<file path="config.mk">
export PLATFORM = sky130hd
export DESIGN_NAME = trap_reporter
export DESIGN_NICKNAME = d
export VERILOG_FILES = /design/src/rtl/nutshell_trap_pkg.sv /design/src/rtl/trap_watchdog.sv /design/src/rtl/trap_reporter.sv
export SDC_FILE = /design/constraint.sdc
export NUM_CORES = 1
export LEC_CHECK = 0
export ABC_AREA = 1
export CAP_MARGIN = 20
export CORE_AREA = 2 2 191 193
export DETAILED_ROUTE_END_ITERATION = 6
export DIE_AREA = 0 0 193 195
export GPL_TIMING_DRIVEN = 0
export PLACE_DENSITY = 0.84
export RECOVER_POWER = 50
export SYNTH_ARGS = -nofsm -noshare
export SYNTH_HDL_FRONTEND = slang
export SYNTH_SLANG_ARGS = --single-unit
</file>
<file path="constraint.sdc">
create_clock -name clk -period 2.6 [get_ports clk]
set_input_delay 0.39 -clock clk [delete_from_list [all_inputs] [get_ports clk]]
set_output_delay 0.39 -clock clk [all_outputs]
set_load 0.005 [all_outputs]
</file>
<file path="src/rtl/nutshell_trap_pkg.sv">
// Shared types and constants for the NutShell simulation trap reporter.
// The decode helper shows how commit_is_trap is formed upstream.
package nutshell_trap_pkg;

  typedef enum logic [1:0] {
    RUN   = 2'd0,
    DRAIN = 2'd1,
    HALT  = 2'd2
  } trapState_e;

  localparam logic [31:0] WDOG_CODE   = 32'h0000_DEAD;
  localparam logic [6:0]  TRAP_OPCODE = 7'h6b;

  function automatic logic isTrapInsn(input logic [31:0] insn);
    return insn[6:0] == TRAP_OPCODE;
  endfunction

endpackage

</file>
<file path="src/rtl/trap_watchdog.sv">
// Commit-stall watchdog: counts consecutive idle cycles while enabled and flags
// expiry on the cycle the idle count reaches TIMEOUT. TIMEOUT==0 removes it.
module trap_watchdog #(
  parameter int unsigned TIMEOUT = 5000
) (
  input  logic clk,
  input  logic reset,
  input  logic en,
  input  logic kick,
  output logic expire
);

  generate
    if (TIMEOUT == 0) begin : gNoWdog
      assign expire = 1'b0;
    end else begin : gWdog
      localparam int CW = $clog2(TIMEOUT + 1);
      logic [CW-1:0] countReg;

      // Expiry is judged on the pre-increment count, so the TIMEOUT-th idle cycle fires.
      assign expire = en && !kick && (countReg == CW'(TIMEOUT - 1));

      always_ff @(posedge clk) begin
        if (!reset) begin
          countReg <= '0;
        end else if (en) begin
          if (kick) begin
            countReg <= '0;
          end else if (!expire) begin
            countReg <= countReg + CW'(1);
          end
        end
      end
    end
  endgenerate

endmodule

</file>
<file path="src/rtl/trap_reporter.sv">
// Commit-stage trap reporter: counts cycles and retirements, catches the trap
// instruction or a commit-stall timeout, halts commit, drains, then latches a report.
module trap_reporter
  import nutshell_trap_pkg::*;
#(
  parameter int unsigned COMMIT_W  = 2,
  parameter int unsigned TIMEOUT   = 5000,
  parameter int unsigned DRAIN_CYC = 4
) (
  input  logic                  clk,
  input  logic                  reset,
  input  logic [COMMIT_W-1:0]   commit_valid,
  input  logic [COMMIT_W*64-1:0] commit_pc,
  input  logic [COMMIT_W-1:0]   commit_is_trap,
  input  logic [COMMIT_W*64-1:0] commit_a0,
  output logic                  halt_req,
  output logic                  isNutShellTrap,
  output logic [31:0]           trapCode,
  output logic [63:0]           trapPC,
  output logic [63:0]           cycleCnt,
  output logic [63:0]           instrCnt
);

  localparam int IW = (COMMIT_W > 1) ? $clog2(COMMIT_W) : 1;
  localparam int DW = (DRAIN_CYC > 1) ? $clog2(DRAIN_CYC) : 1;

  trapState_e          stateReg, stateNext;
  logic [DW-1:0]       drainReg, drainNext;
  logic                haltReg, haltNext;
  logic                trapReg, trapNext;
  logic [31:0]         codeReg, codeNext;
  logic [63:0]         pcReg, pcNext;
  logic [63:0]         cycleReg, cycleNext;
  logic [63:0]         instrCntReg, instrNext;

  logic [63:0]         slotPc   [COMMIT_W];
  logic [31:0]         slotCode [COMMIT_W];
  logic [COMMIT_W*32-1:0] a0Hi;
  logic                unusedA0Hi;

  logic                trapFound;
  logic [IW-1:0]       trapIdx;
  logic [IW-1:0]       lastIdx;
  logic [63:0]         commitInc;
  logic                wdogExpire;

  for (genvar gi = 0; gi < COMMIT_W; gi++) begin : gSlot
    assign slotPc[gi]            = commit_pc[64*gi +: 64];
    assign slotCode[gi]          = commit_a0[64*gi +: 32];
    assign a0Hi[32*gi +: 32]     = commit_a0[64*gi+32 +: 32];
  end
  assign unusedA0Hi = ^a0Hi;

  // Oldest trapping slot wins; younger slots behind it never retire.
  always_comb begin
    trapFound = 1'b0;
    trapIdx   = '0;
    lastIdx   = '0;
    commitInc = '0;
    for (int i = COMMIT_W - 1; i >= 0; i--) begin
      if (commit_valid[i] && commit_is_trap[i]) begin
        trapFound = 1'b1;
        trapIdx   = IW'(i);
      end
    end
    for (int i = 0; i < COMMIT_W; i++) begin
      if (commit_valid[i]) lastIdx = IW'(i);
      if (commit_valid[i] && (!trapFound || i <= int'(trapIdx))) begin
        commitInc = commitInc + 64'd1;
      end
    end
  end

  trap_watchdog #(.TIMEOUT(TIMEOUT)) uWdog (
    .clk    (clk),
    .reset  (reset),
    .en     (stateReg == RUN),
    .kick   (|commit_valid),
    .expire (wdogExpire)
  );

  always_comb begin
    stateNext = stateReg;
    drainNext = drainReg;
    haltNext  = haltReg;
    trapNext  = trapReg;
    codeNext  = codeReg;
    pcNext    = pcReg;
    cycleNext = cycleReg;
    instrNext = instrCntReg;
    unique case (stateReg)
      RUN: begin
        cycleNext = cycleReg + 64'd1;
        instrNext = instrCntReg + commitInc;
        if (trapFound) begin
          codeNext  = slotCode[trapIdx];
          pcNext    = slotPc[trapIdx];
          haltNext  = 1'b1;
          drainNext = '0;
          stateNext = DRAIN;
        end else begin
          if (|commit_valid) pcNext = slotPc[lastIdx];
          if (wdogExpire) begin
            codeNext  = WDOG_CODE;
            haltNext  = 1'b1;
            drainNext = '0;
            stateNext = DRAIN;
          end
        end
      end
      DRAIN: begin
        // Late commits are dropped here; the core should already be stalled.
        cycleNext = cycleReg + 64'd1;
        if (drainReg == DW'(DRAIN_CYC - 1)) begin
          trapNext  = 1'b1;
          stateNext = HALT;
        end else begin
          drainNext = drainReg + DW'(1);
        end
      end
      HALT:    stateNext = HALT;
      default: stateNext = RUN;
    endcase
  end

  always_ff @(posedge clk) begin
    if (!reset) begin
      stateReg    <= RUN;
      drainReg    <= '0;
      haltReg     <= 1'b0;
      trapReg     <= 1'b0;
      codeReg     <= '0;
      pcReg       <= '0;
      cycleReg    <= '0;
      instrCntReg <= '0;
    end else begin
      stateReg    <= stateNext;
      drainReg    <= drainNext;
      haltReg     <= haltNext;
      trapReg     <= trapNext;
      codeReg     <= codeNext;
      pcReg       <= pcNext;
      cycleReg    <= cycleNext;
      instrCntReg <= instrNext;
    end
  end

  assign halt_req       = haltReg;
  assign isNutShellTrap = trapReg;
  assign trapCode       = codeReg;
  assign trapPC         = pcReg;
  assign cycleCnt       = cycleReg;
  assign instrCnt       = instrCntReg;

endmodule

</file>
Yosys cells after proc, flatten, opt, wreduce, memory -nomap -nowiden
Cells that the tools add are included.
- add/sub/neg operators: 5
- multiply operators: 0
- divide/modulo/power cells: 0
- order comparisons: 3
- equality and inequality tests: 8
- shift operators: 0
- multiplexer cells: 31
- bitwise logic cells: 2
- reductions and logical operators: 20
- operators with widths (operator ; count):
    $mux W64 ; 9
    $mux W32 ; 5
    $add A64 B1 Y64 const B ; 2
    $add A64 B64 Y64 ; 1
    $mux W13 ; 2
    $add A13 B1 Y13 const B ; 1
    $eq A13 B13 Y1 const B ; 1
    $mux W2 ; 6
    $reduce_and A2 Y1 ; 5
    $mux W1 ; 7
    $pmux W2 S3 ; 1
    $reduce_bool A2 Y1 ; 3
    $logic_and A1 B1 Y1 ; 5
    $eq A2 B2 Y1 const B ; 2
    $ge A2 B2 Y1 const B ; 2
    $ne A2 B2 Y1 const B ; 2
    $not A1 Y2 ; 2
    $pmux W2 S2 ; 1
    $reduce_or A2 Y1 ; 2
    $ne A3 B3 Y1 const B ; 1
    $reduce_and A3 Y1 ; 1
    $add A2 B1 Y2 const B ; 1
    $eq A2 B1 Y1 const B ; 1
    $logic_not A1 Y1 ; 2
    4 further kinds ; 4
- register bits after elaboration: 243
- bits in latches: 0
- memory bits (writable): 0
- memory bits (read-only): 0
- input bits: 262
- output and inout port bits: 226
- memories: 0

Logic depth before layout (Yosys ltp)
Gate-level depths: netlist of the first run.
- depth in word-level cells: 8
- mapped depth: 18
- gate-level depth less buffers: 17

Hierarchy
From an unflattened synthesis of the first run, not the netlist that was laid out.
- cell total of the unflattened synthesis: 2323
- area total of the unflattened synthesis: 14410.1 um2
- by module, submodules not included (module ; instances ; cells each ; area an instance (um2)):
    trap_reporter ; 1 ; 2170 ; 13494.2
    trap_watchdog ; 1 ; 153 ; 915.9

Least setup slack after synthesis of the first run
OpenSTA, ideal clock, no wires.
- path type: in2reg
- start point: input commit_valid[1]
- end point: register instrCntReg[16], in the netlist instrCnt[16]
- setup time: 116 ps
- data arrival time: 2584 ps
- data required time: 2484 ps
- setup slack: -100 ps
- stages: 16
- cells stage by stage: buf_2 -> buf_2 -> nand2_1 -> inv_1 -> ha_1 -> ha_1 -> inv_1 -> fa_1 -> nor2_1 -> nand3_2 -> nor2_2 -> inv_2 -> nor2_2 -> nand2_1 -> o21ai_0 -> nor2_1
- cells in the longest elaborated chain, start to end: 8
- elaborated cells between the ends (all ways): 10
- those cells by class: add/sub: 1; order compare: 1; mux: 4; reduce/logical: 4
- ends and longest elaborated chain (item ; line ; text):
    start: declaration ; trap_reporter.sv:12 ; input logic [COMMIT_W-1:0] commit_valid,
    $logic_and A1 B1 Y1 ; trap_reporter.sv:61 ; if (commit_valid[i] && commit_is_trap[i]) begin
    $mux W1 (2 in series) ; trap_reporter.sv:61 ;
    $le A1 B1 Y1 / $logic_not A1 Y1 (equally long branches) ; trap_reporter.sv:68 ; if (commit_valid[i] && (!trapFound || i <= int'(trapIdx))) begin
    $logic_or A1 B1 Y1 ; trap_reporter.sv:68 ;
    $logic_and A1 B1 Y1 (*) ; trap_reporter.sv:68 ;
    $mux W64 (*) ; trap_reporter.sv:68 ;
    $add A64 B64 Y64 (*) ; trap_reporter.sv:94 ; instrNext = instrCntReg + commitInc;
    end signal: assignment ; trap_reporter.sv:144 ; instrCntReg <= instrNext;
    end: declaration ; trap_reporter.sv:34 ; logic [63:0] instrCntReg, instrNext;
Every way passes the cells marked *; elsewhere a longest branch is shown, timed or not.
A chain may end at the register's enable or synchronous reset.

Final worst setup path of the first run
- start point: input commit_valid[0]
- end point: register instrCntReg[54], in the netlist instrCnt[54]
- cells in the longest elaborated chain, start to end: 7
- elaborated cells between the ends (all ways): 11
- those cells by class: add/sub: 2; order compare: 1; mux: 4; reduce/logical: 4
- ends and longest elaborated chain (item ; line):
    branches (longest 5 deep; another with $add A64 B1 Y64) ; -
    $mux W64 (*) ; trap_reporter.sv:68
    $add A64 B64 Y64 (*) ; trap_reporter.sv:94
Every way passes the cells marked *.

==> results_dict.tcl, run 1 <==
set metrics [dict create \
    design.die.area_mm2 0.0376 \
    synth-simple-area-share_pct 33.1 \
    overflow 0 \
    rsz0062_at_grt "no" \
    synth_nets 2507 \
    root_buffer "clkbuf_16" \
    fin_crit_ps 2410 \
    post_dp_cell_area_mm2 0.0187 \
    synthMuxAreaShare_pct 0 \
    synth_xor_area_share_pct 0.568 \
    reg2reg_from "stateReg[0]" \
    portBuffers 422 \
    h-tree-depth 1 \
    synth-seq-cells 243 \
    drt-initial-drc-count 1503 \
    drt-wirelength-per-cell_um 19.0 \
    worstPathArrival_ps 2850 \
    first_global_vias 16300 \
    tritoncts "built" \
    grt_max_degree 20 \
    io-pin-count 488 \
    vias 17200 \
    finalClockSkew_ps 15.0 \
    critPathRequiredTime_ps 3050 \
    syn_area_mm2 0.0139 \
    hpwlAfterDp_um 48200 \
    nFillCells 3479 \
    drv_slew 0 \
    p_per_area_mw_per_mm2 544 \
    maxCapViolCount 0 \
    clk_pin_slew_ps 60 \
    area_growth_pct 42.3 \
    core_area_mm2 0.0354 \
    vias_per_cell 5.42 \
    status "finished, final reports clean" \
    fp.dieH_um 195 \
    setup_tns_ps 0 \
    drt_wl_total_um 60200 \
    synthFlopType "dfxtp_1" \
    rows 69 \
    ir_drop_mv 0.494 \
    yosysSeqAreaShare_pct 35.0 \
    synth_compound_area_share_pct 21.0 \
    ys_types 42 \
    cts.sinks 243 \
    grt_pass1_wl_um 91000 \
    setup_viol 0 \
    syn_area_per_cell_um2 6.21 \
    cp-start-kind "input port" \
    hold_viol_final 0 \
    drc 0 \
    dieWidth_um 193 \
    initial_core_util_pct 39.2 \
    synth_async_sr_flop_share_pct 0 \
    worst-setup-path-type "input port to flip-flop" \
    netlist_instances 2236 \
    synth_top_family_by_area "simple AND/OR/NAND/NOR gates" \
    final_nets 2962 \
    fin_crit_sh_pct 92.6 \
    fin_ws_ps 194 \
    hp-class "input port to flip-flop" \
    cts_buffer_depth 3 \
    design_area_mm2 0.0198 \
    cts-hold-fix-buffers 0 \
    end_kind "flip-flop" \
    synth_edf_count 0 \
    max_slew_margin_pct 26.1 \
    grt_antenna_before_repair 2 \
    hold_start "commit_valid[1]" \
    dpl_worst_slack_ps -1300 \
    cp_max_fo 3 \
    ant_nets 0 \
    power.leakage_nw 7.87 \
    worst_slew_pin_slew_ps 1110 \
    gp_congestion 0.954 \
    synthAdderAreaFrac_pct 0.865 \
    grt_usage_pct 31.0 \
    max_freq_ghz 0.416 \
    clock_latency_ps 550 \
    synth_warnings 0 \
    cts_buffers 29 \
    drtPass1Iterations 5 \
    crit_start "commit_valid[0]" \
    drive_above_1_share_pct 5.09 \
    utilization_pct 55.8 \
]
[Yosys cell counts, drive strengths merged (3+ instances only)]
cell type | number | area (um^2)
a31oi | 12 | 75.1
buf | 38 | 170
o21a | 4 | 30.0
clkbuf | 59 | 223
o22ai | 5 | 31.3
nand2 | 493 | 1870
o21ai | 145 | 726
o21bai | 3 | 22.5
nor2 | 419 | 1680
ha | 8 | 100
o211ai | 74 | 556
inv | 243 | 912
nor3b | 5 | 37.5
nand4 | 34 | 213
dfxtp | 243 | 4860
and2 | 10 | 62.6
a21oi | 290 | 1450
or2 | 12 | 75.1
nand3 | 92 | 465
nand3b | 3 | 35.0
xor2 | 4 | 35.0
nor3 | 26 | 135
xnor2 | 5 | 43.8
[worst max-delay path, stage by stage]
cell and delay (ps):
buf_2 220, nand2_4 130, nand2_2 90, inv_1 70, ha_1 280, ha_1 170, inv_1 60, fa_2 380
inv_1 110, nand3_2 110, nor2_4 150, nand2_2 80, nor2_4 130, nand3_1 130, nor2_2 170, nand2_1 60
nand2_1 60, nor2_1 40
[repair_timing]
item                       CTS  global route
pin swaps                    8             4
resized for setup           28            13
setup buffers                3             0
setup endpoints to repair   58            50
[registers in the layout (all words and copies together) (netlist names)]
| signal | count |
|---|---|
| cycleCnt | 64 |
| instrCnt | 64 |
| trapPC | 64 |
| trapCode | 32 |
| uWdog.gWdog.countReg | 13 |
| drainReg | 2 |
| stateReg | 2 |
| halt_req | 1 |
| isNutShellTrap | 1 |
[layout make-up]
cell class	instances	area (um^2)	area share (%)
antenna	2	5.00	0.0253
buffer	96	403	2.04
clock buffer	37	816	4.13
clock inverter	16	151	0.766
inverter	244	917	4.64
multi-input combinational	1652	7790	39.4
sequential	243	4860	24.6
tap	461	577	2.92
timing repair buffer	425	4240	21.4
[logic make-up (layout without fill, tap and decap cells)]
logic type	Yosys count	in the layout
buffers and inverters	341	818
AND/OR/NAND/NOR	1098	1098
XOR/XNOR	9	9
other	0	2
AO/OA/AOI/OAI	536	536
flip-flops	243	243
adder cells (fa/ha/maj)	9	9
[final timing paths]
check | end | slack [ps] | cells past startpoint
setup / recovery | instrCnt[54] | 190 | 18
hold / removal | uWdog.gWdog.countReg[0] | 320 | 4
setup reg to reg | trapPC[3] | 220 | 8
hold reg to reg | stateReg[1] | 460 | 2
[per-stage QoR]
stage	hold WS (ps)	cells	total power, mW
detailed placement	459	3119	6.74
CTS	399	3174	10.9
global placement	448	3119	6.68
global route	351	3176	11.1
floorplan	437	2236	5.26
finish	316	3176	10.7
[power breakdown]
part / internal (mW) / total, mW / switching, mW
Sequential: 4.02 / 4.21 / 0.190
Combinational: 1.03 / 2.39 / 1.36
Clock: 2.42 / 4.15 / 1.74
[cells in the final DEF (no fill, tap or decap), types with 74 or more instances in the layout]
cell / n
o21ai_0: 144
o211ai_1: 74
clkdlybuf4s50_1: 214
dlygate4sd3_1: 205
dfxtp_1: 243
nand3_1: 90
a21oi_1: 290
inv_1: 238
nand2_1: 487
nor2_1: 385
[layer usage]
layer	global-route usage, %	share of wire (%)
met3	5.93	9.0
met2	53.3	47
met1	36.4	38
met4	16.2	6.1
met5	0	0
(Power assumes the default switching activity.)
==> inputs of run 2 (changes only) <==
--- a/config.mk
+++ b/config.mk
@@ -6,13 +6,13 @@
 export NUM_CORES = 1
 export LEC_CHECK = 0
 export ABC_AREA = 1
-export CAP_MARGIN = 20
-export CORE_AREA = 2 2 191 193
+export CORE_MARGIN = 2
+export CORE_UTILIZATION = 42
 export DETAILED_ROUTE_END_ITERATION = 6
-export DIE_AREA = 0 0 193 195
 export GPL_TIMING_DRIVEN = 0
-export PLACE_DENSITY = 0.84
+export PLACE_DENSITY = 0.88
 export RECOVER_POWER = 50
 export SYNTH_ARGS = -nofsm -noshare
 export SYNTH_HDL_FRONTEND = slang
+export SYNTH_HIERARCHICAL = 1
 export SYNTH_SLANG_ARGS = --single-unit
==> results_dict.tcl, run 2 <==
set metrics [dict create \
    status "finished, final reports clean" \
    clk_pin_slew_ps 60 \
    drtPass1Iterations 6 \
    power.total_mw 12.4 \
    p_per_area_mw_per_mm2 610 \
    max_freq_ghz 0.407 \
    synth.most_common_cell "nand2_1" \
    first_global_vias 17100 \
    hold_viol_final 0 \
    grt_max_degree 15 \
    critPathRequiredTime_ps 3050 \
    synthFlopType "dfxtp_1" \
    yosysSeqAreaShare_pct 33.8 \
    synth_warnings 6 \
    dieWidth_um 189 \
    cp_max_fo 4 \
    timing.rr.end "cycleCnt[57]" \
    portBuffers 422 \
    drive_above_1_share_pct 5.64 \
    whs_ps 162 \
    utilization_pct 60.2 \
    vias_per_cell 5.53 \
    synth_nets 2594 \
    fin_crit_ps 2460 \
    fin_crit_sh_pct 94.6 \
    min_path_cells 3 \
    rows 67 \
    synth_async_sr_flop_share_pct 0 \
    finalClockSkew_ps 24.5 \
    gp_congestion 0.978 \
    ir_drop_mv 0.520 \
    end_kind "flip-flop" \
    cts.sinks 243 \
    syn_area_mm2 0.0144 \
    cts_buffers 30 \
    synth_top_cell_area_share_pct 33.8 \
    synth_common_cells "nand2_1, nor2_1, dfxtp_1" \
    drv_slew 0 \
    area_growth_pct 40.9 \
    overflow 0 \
    root_buffer "clkbuf_16" \
    tritoncts "built" \
    worst_slew_pin_slew_ps 851 \
    reg2regPathDepth 11 \
    final_common_cell "nand2_1" \
    hpwlAfterDp_um 48000 \
    grt_antenna_before_repair 4 \
    drt_wl_total_um 61500 \
    num_antenna_cells 0 \
    maxCapViolCount 0 \
    io-pin-count 488 \
    syn_area_per_cell_um2 6.20 \
    worst-setup-path-type "input port to flip-flop" \
    h-tree-depth 1 \
    core_area_mm2 0.0337 \
    seq_area_mm2 0.00486 \
    drt-wirelength-per-cell_um 18.9 \
    setup_viol 0 \
    synth_top_area_cell "dfxtp_1" \
    drt-initial-drc-count 1732 \
    grt_pass1_wl_um 93500 \
    clock_latency_ps 570 \
    rsz0062_at_grt "yes" \
    r2r_slack_ps 210 \
    multiInputGateArea_mm2 0.00820 \
    synth_area_leaders "dfxtp_1, nand2_1, nor2_1, a21oi_1, inv_1" \
    worstPathArrival_ps 2910 \
    vias 18000 \
    ant_nets 0 \
    grt_usage_pct 32.8 \
    max_slew_margin_pct 43.3 \
    min_to "uWdog/gWdog.countReg[4]" \
    netlist_instances 2323 \
    cp-start-kind "input port" \
    hold_start "reset" \
    nFillCells 3212 \
    setup_tns_ps 0 \
    synth-seq-cells 243 \
    layout_common_cells "nand2_1, nor2_1, clkdlybuf4s50_1, dfxtp_1, inv_1" \
    drc 0 \
    hp-class "input port to flip-flop" \
    cts_buffer_depth 3 \
    design.die.area_mm2 0.0358 \
    final_nets 3049 \
    initial_core_util_pct 42.8 \
    ys_types 42 \
    fp.dieH_um 189 \
    power.leakage_nw 7.65 \
    synth_edf_count 0 \
    reg2reg_from "stateReg[1]" \
]
run 2: logic make-up (layout without fill, tap and decap cells):
| kind of cell | count (synthesis) | count (layout) | share of synthesized area (%) |
|---|---|---|---|
| xor gates and xnor gates | 9 | 9 | 0.547 |
| buffers and inverters | 348 | 826 | 9.55 |
| adders and majority gates | 9 | 9 | 0.834 |
| and+or+nand+nor | 1166 | 1166 | 33.9 |
| DFF | 243 | 243 | 33.8 |
| AOI/OAI and AO/OA | 548 | 548 | 21.4 |
run 2: metrics by stage:
| stage | worst slack, ps | instances | area, um^2 |
|---|---|---|---|
| after floorplan | 315 | 2323 | 14400 |
| after global placement | -662 | 3193 | 19200 |
| after detailed placement | -746 | 3193 | 19200 |
| after CTS | 69.5 | 3248 | 20300 |
| after global routing | -20.8 | 3249 | 20300 |
| final | 141 | 3249 | 20300 |
run 2: area by class of cell:
cell class / instances / share of cell area, %
Multi-Input combinational cell: 1732 / 40.4
Clock inverter: 12 / 0.955
Buffer: 106 / 2.26
Clock buffer: 43 / 4.34
Sequential cell: 243 / 24.0
Tap cell: 448 / 2.76
Timing Repair Buffer: 423 / 20.9
Inverter: 242 / 4.49
run 2: what timing repair did:
item	CTS	global route
pin swaps	1	1
resized for setup	5	10
buffers inserted	0	1
setup endpoints to repair	12	28
hold buffers	0	0
run 2: metal layers:
| layer | up-vias | track usage [%] | wire length [um] |
|---|---|---|---|
| li1 | 8542 | - | - |
| met1 | 8242 | 40.1 | 24000 |
| met2 | 985 | 55.4 | 28600 |
| met3 | 197 | 6.02 | 5480 |
| met4 | 6 | 16.2 | 3340 |
| met5 | - | 0 | 38 |
run 2: critical path: stages:
cell and delay, ps:
clkdlybuf4s50_1 500, a21oi_2 80, ha_1 280, ha_1 170
inv_1 60, fa_2 400, nor3_4 340, nand2_4 130
nor2_4 150, and3_1 210, nand2_1 70, nand2_1 70
nor2_1 50
run 2: report_power, final:
group / switching [mW] / leakage, nW / internal (mW)
logic: 1.87 / 5.14 / 1.49
registers: 0.292 / 1.98 / 4.14
clock network: 1.74 / 0.529 / 2.84
total: 3.91 / 7.65 / 8.47
run 2: worst max-delay path by stage:
stage | from | end | slack [ps]
floorplan | commit_valid[1] | instrCnt[54] | 320
finish | commit_is_trap[0] | instrCnt[36] | 140
detailed placement | commit_valid[0] | instrCnt[30] | -750
global route | commit_is_trap[0] | instrCnt[54] | -20
global placement | commit_valid[0] | instrCnt[30] | -660
CTS | stateReg[0] | trapCode[12] | 70
==> RTL change 1 (flow settings as in run 2) <==
Make the reset (`reset`) asynchronous in 2 clocked blocks.
--- a/src/rtl/trap_watchdog.sv
+++ b/src/rtl/trap_watchdog.sv
@@ -21,5 +21,5 @@
       assign expire = en && !kick && (countReg == CW'(TIMEOUT - 1));
 
-      always_ff @(posedge clk) begin
+      always_ff @(posedge clk or negedge reset) begin
         if (!reset) begin
           countReg <= '0;
--- a/src/rtl/trap_reporter.sv
+++ b/src/rtl/trap_reporter.sv
@@ -124,5 +124,5 @@
   end
 
-  always_ff @(posedge clk) begin
+  always_ff @(posedge clk or negedge reset) begin
     if (!reset) begin
       stateReg    <= RUN;
Function: differs if reset is asserted again (counterexample within 4 cycles, from zero or initial values and one cycle with reset low); with reset held inactive, the same outputs for 4 cycles.
==> RTL change 1 against run 2 <==
Routed wire length shrank 19%. Setup slack gained 0.022 ns. Critical path depth grew 5. Design area shrank 1.3%. Sequential share of layout area grew 6.4 points. Count of clock-buffer cells in the layout shrank 6. Sequential cell count is the same. Area after synthesis shrank 0.78%. Critical path type unchanged. Critical endpoint is now instrCnt[52]. Highest routed layer unchanged.
Power is not compared: it rests on default switching activity, and its combinational part moved more than twofold at a synthesized area within 25%.
==> RTL change 1: results <==
[sta]
slew-limit-headroom_pct = 38.1
fin_skew_ns = 0.0165

[route]
wl_per_cell_um = 17.6
dr_wl_met3_um = 4060
drt-met1-wl_um = 19800
dr_total_vias = 15300
dr.pass1.iters = 7
top_layer = met5
drtIter0Drc = 1138
dr_wl_met2_um = 23600

[placed_design]
place_worst_setup_slack_ns = -1.24
dpl-instance-area_mm2 = 0.0192
gp_routability_congestion = 0.946
portBuffers = 423
hpwl_um = 39300

[power]
vdd_drop_max_mv = 0.444
leakage_uw = 0.00873

[clock_network]
htree_levels = 1
clk_latency_ns = 0.55
clock_path_buffers = 3
numCtsBuffers = 28
path_clk_slew_ns = 0.06
root_buffer = clkbuf_16

[global_routing]
antenna_found_initial = 2
grt_pass1_wl_um = 78800
grt_use_total_pct = 27.6
grt_max_degree = 110
use_met2_pct = 46.3
use_met1_pct = 34.6
grt_use_met3_pct = 5.05

[critical_path]
timing.critical_path.fanout_max = 3
worstPathArrival_ns = 2.88

[finish]
final_nets = 2655
nFillCells = 2954
final_layout_size_suffix_gt1_share_pct = 5.92

[worst_hold_path]
hold_path_class = in -> async

[outcome]
status = completed

[synthesis]
synth_cell_types = 39
synth_fp_nets = 2191
synthArstFlopShare_pct = 100
synthTopCellsByCount = 538 x nand2_1, 287 x nor2_1, 243 x dfrtp_1
yosys-top-cells-area = dfrtp_1 43%, nand2_1 14%, nor2_1 7.5%, o211ai_1 6.7%, inv_1 4.9%
yosysWarningCount = 6
yosysSeqAreaShare_pct = 42.5
ys.flop_type = dfrtp_1

[floorplan]
die_area_mm2 = 0.0355
-- RTL change 1: cell count changes after synthesis, sizes merged, moves of 36 or more --
cell and change:
dfrtp +243, dfxtp -243, a21oi -216, nor2 -125
o21ai -89, o211ai +64, inv -48, xnor2 +38
xor2 +36
-- RTL change 1: path summary, 6_finish.rpt --
| check | to | slack (ns) | startpoint | cells after the start |
|---|---|---|---|---|
| max | instrCnt[52] | 0.16 | commit_valid[1] | 18 |
| max in group asynchronous | trapPC[37] | 0.57 | reset | 4 |
| min | instrCnt[13] | 0.30 | reset | 2 |
| max reg2reg | cycleCnt[43] | 0.22 | stateReg[0] | 13 |
| min reg2reg | halt_req | 0.46 | halt_req | 1 |
| min in group clk | trapCode[28] | 0.44 | commit_a0[28] | 3 |
-- RTL change 1: power by group --
group | switching [uW] | total, uW | internal, uW
Sequential | 72.0 | 3980 | 3900
Clock | 1580 | 3620 | 2040
Combinational | 607 | 1250 | 640
Total | 2260 | 8840 | 6580
-- RTL change 1: worst max-delay path: stages --
cell	delay, ns
dlygate4sd2_1	0.29
inv_2	0.10
buf_12	0.10
nor2_1	0.04
ha_1	0.27
ha_2	0.20
inv_1	0.06
fa_2	0.35
inv_1	0.09
nand3_2	0.10
nor2_4	0.23
nand2_2	0.11
nor2_4	0.15
nand2_1	0.07
nor2_2	0.14
nand2_1	0.07
nand2_1	0.07
nand2_1	0.05
-- RTL change 1: timing repair --
item,CTS,global route
setup endpoints to repair,43,75
endpoints found under the hold margin,36,0
hold buffers,1,0
pin swaps,8,3
buffers inserted,8,1
gates resized for setup,17,6
-- RTL change 1: stage by stage --
stage | setup TNS (ns) | hold slack [ns] | instances | power (uW)
finish | 0 | 0.299 | 2847 | 8840
global route | 0 | 0.325 | 2846 | 9170
global placement | -2296.33 | 0.454 | 2791 | 5280
floorplan | 0 | 0.0944 | 1920 | 4480
detailed placement | -65.01 | 0.282 | 2793 | 5320
CTS | 0 | 0.293 | 2846 | 8940
-- RTL change 1: kinds of logic after synthesis --
logic type                 count (synthesis)  share of synthesized area, %
buffers and inverters                    263                          7.33
adders and majority gates                  9                         0.840
DFF                                      243                          42.5
xor gates and xnor gates                  83                          5.08
and+or+nand+nor                         1040                          31.2
AOI/OAI and AO/OA                        282                          13.0
-- RTL change 1: final cells by class --
| class | instances | area [um^2] | area share [%] |
|---|---|---|---|
| Multi-Input combinational cell | 1414 | 7190 | 35.9 |
| Sequential cell | 243 | 6080 | 30.3 |
| Timing Repair Buffer | 435 | 4350 | 21.7 |
| Clock buffer | 37 | 764 | 3.81 |
| Inverter | 191 | 717 | 3.58 |
| Tap cell | 448 | 561 | 2.80 |
| Buffer | 71 | 327 | 1.63 |
| Clock inverter | 7 | 48.8 | 0.243 |
| Antenna cell | 1 | 2.50 | 0.0125 |
==> RTL change 2 (config.mk and constraints of run 2) <==
Without the edit above. `TIMEOUT` is set to 5000 in 2 places; all go to 20000.
--- a/src/rtl/trap_watchdog.sv
+++ b/src/rtl/trap_watchdog.sv
@@ -2,5 +2,5 @@
 // expiry on the cycle the idle count reaches TIMEOUT. TIMEOUT==0 removes it.
 module trap_watchdog #(
-  parameter int unsigned TIMEOUT = 5000
+  parameter int unsigned TIMEOUT = 20000
 ) (
   input  logic clk,
--- a/src/rtl/trap_reporter.sv
+++ b/src/rtl/trap_reporter.sv
@@ -5,5 +5,5 @@
 #(
   parameter int unsigned COMMIT_W  = 2,
-  parameter int unsigned TIMEOUT   = 5000,
+  parameter int unsigned TIMEOUT   = 20000,
   parameter int unsigned DRAIN_CYC = 4
 ) (
Check against the original RTL: no difference found for any inputs over 4 cycles, from zero or initial values and one cycle with reset low; that may be too few to reach the edited logic, so the function may still have changed.
==> RTL change 2 against run 2 <==
Critical endpoint is now trapPC[2]. Global-route usage up 0.18 points. First-iteration DRC count decreased by 8.7%. Setup slack got worse by 0.015 ns. Design area grew 0.60%. Critical path type unchanged. Routed wire length increased by 1.3%. Area after synthesis rose by 1.0%. Largest power group is now sequential cells. Total power shrank 1.5%. The run now ends with design-rule violations left. Combinational power is 3% lower. Sequential cell count grew 2. Hold slack improved by 0.27 ns. Critical path depth down 7.
==> RTL change 2: results <==
[route]
drt-total-wl_um = 62300
dr_total_vias = 17800
drtIter0Drc = 1581
drc_errors = 3
dr.pass1.iters = 7

[clock_network]
root_buffer = clkbuf_16
path_clk_slew_ns = 0.06
cts_setup_buffers = 0
clock_path_buffers = 3
numCtsBuffers = 29
clk_latency_ns = 0.55
htree_levels = 1

[power]
leakage_uw = 0.00817
vdd_drop_max_mv = 0.522

[worst_hold_path]
hold_path_class = in -> reg

[global_routing]
grt_use_total_pct = 33.0
grt_pass1_wl_um = 93700
first_global_vias = 16900
antenna_found_initial = 10
grt_max_degree = 14

[critical_path]
timing.critical_path.fanout_max = 10

[synthesis]
synth_cell_types = 45
synthTopCellsByCount = 541 x nand2_1, 417 x nor2_1, 245 x dfxtp_1
synthArstFlopShare_pct = 0
synth_fp_nets = 2614
yosys-top-cells-area = dfxtp_1 34%, nand2_1 14%, nor2_1 11%, a21oi_1 7.7%, inv_1 6.1%
yosysWarningCount = 6
yosysTopAreaCell = dfxtp_1
yosysSeqAreaShare_pct = 33.7

[placed_design]
hpwl_um = 49300
dpl-instance-area_mm2 = 0.0194
portBuffers = 423
gp_routability_congestion = 0.981
place_worst_setup_slack_ns = -0.735

[sta]
drv_slew = 0
hold_viol = 0
worstMarginPinSlew_ns = 0.941
fin_skew_ns = 0.0111

[outcome]
status = complete, but fails checks
violations = design-rule violations

[finish]
final_layout_size_suffix_gt1_share_pct = 5.39
final_nets = 3068
-- RTL change 2: through the flow --
stage	hold slack (ns)	cells
global route	0.440	3275
detailed placement	0.456	3221
CTS	0.411	3274
finish	0.428	3280
floorplan	0.447	2343
global placement	0.452	3221
-- RTL change 2: kinds of logic after synthesis --
family                   Yosys count  synth area share [%]
AND/OR/NAND/NOR                 1181                  34.2
AO/OA/AOI/OAI                    545                  21.0
XOR/XNOR                          11                 0.662
buffers and inverters            352                  9.59
adder cells (fa/ha/maj)            9                 0.825
flip-flops                       245                  33.7
-- RTL change 2: power breakdown --
| group | total [uW] | internal (uW) | leakage (uW) | switching, uW |
|---|---|---|---|---|
| Combinational | 3270 | 1420 | 0.00566 | 1850 |
| Sequential | 4460 | 4170 | 0.00200 | 289 |
| Clock | 4460 | 2730 | 0.000511 | 1730 |
-- RTL change 2: repair_timing --
| item | CTS | global route |
|---|---|---|
| gates resized for setup | 6 | 9 |
| setup endpoints to repair | 12 | 22 |
| pin swaps | 0 | 1 |
-- RTL change 2: worst paths after layout --
path	from	endpoint	slack [ns]	cells past startpoint
worst max register to register	stateReg[1]	cycleCnt[57]	0.20	11
worst max-delay path	reset	trapPC[2]	0.13	6
worst min register to register	trapCode[31]	trapCode[31]	0.46	2
worst min-delay path	commit_a0[14]	trapCode[14]	0.43	3
-- RTL change 2: cell type report --
cell class	count	area, um^2
Sequential cell	245	4900
Buffer	104	455
Tap cell	455	569
Inverter	248	938
Fill cell	3263	13900
Clock buffer	40	837
Timing Repair Buffer	423	4240
Antenna cell	6	15.0
Multi-Input combinational cell	1746	8270
Clock inverter	13	196
-- RTL change 2: routing by layer --
layer  vias up  wire length, um  GRT usage [%]  share of wire (%)
li1       8627                -              -                  -
met1      8114            24300           39.8                 39
met2       927            29300           57.0                 47
met3       167             5680           6.94                9.1
met4        10             2920           13.4                4.7
met5         -               69              0               0.11
-- RTL change 2: critical path: stages --
cell and delay, ns:
clkdlybuf4s50_1 0.70, clkbuf_1 0.44, buf_2 0.43, clkbuf_1 0.57
o21ai_0 0.22, a21oi_1 0.18
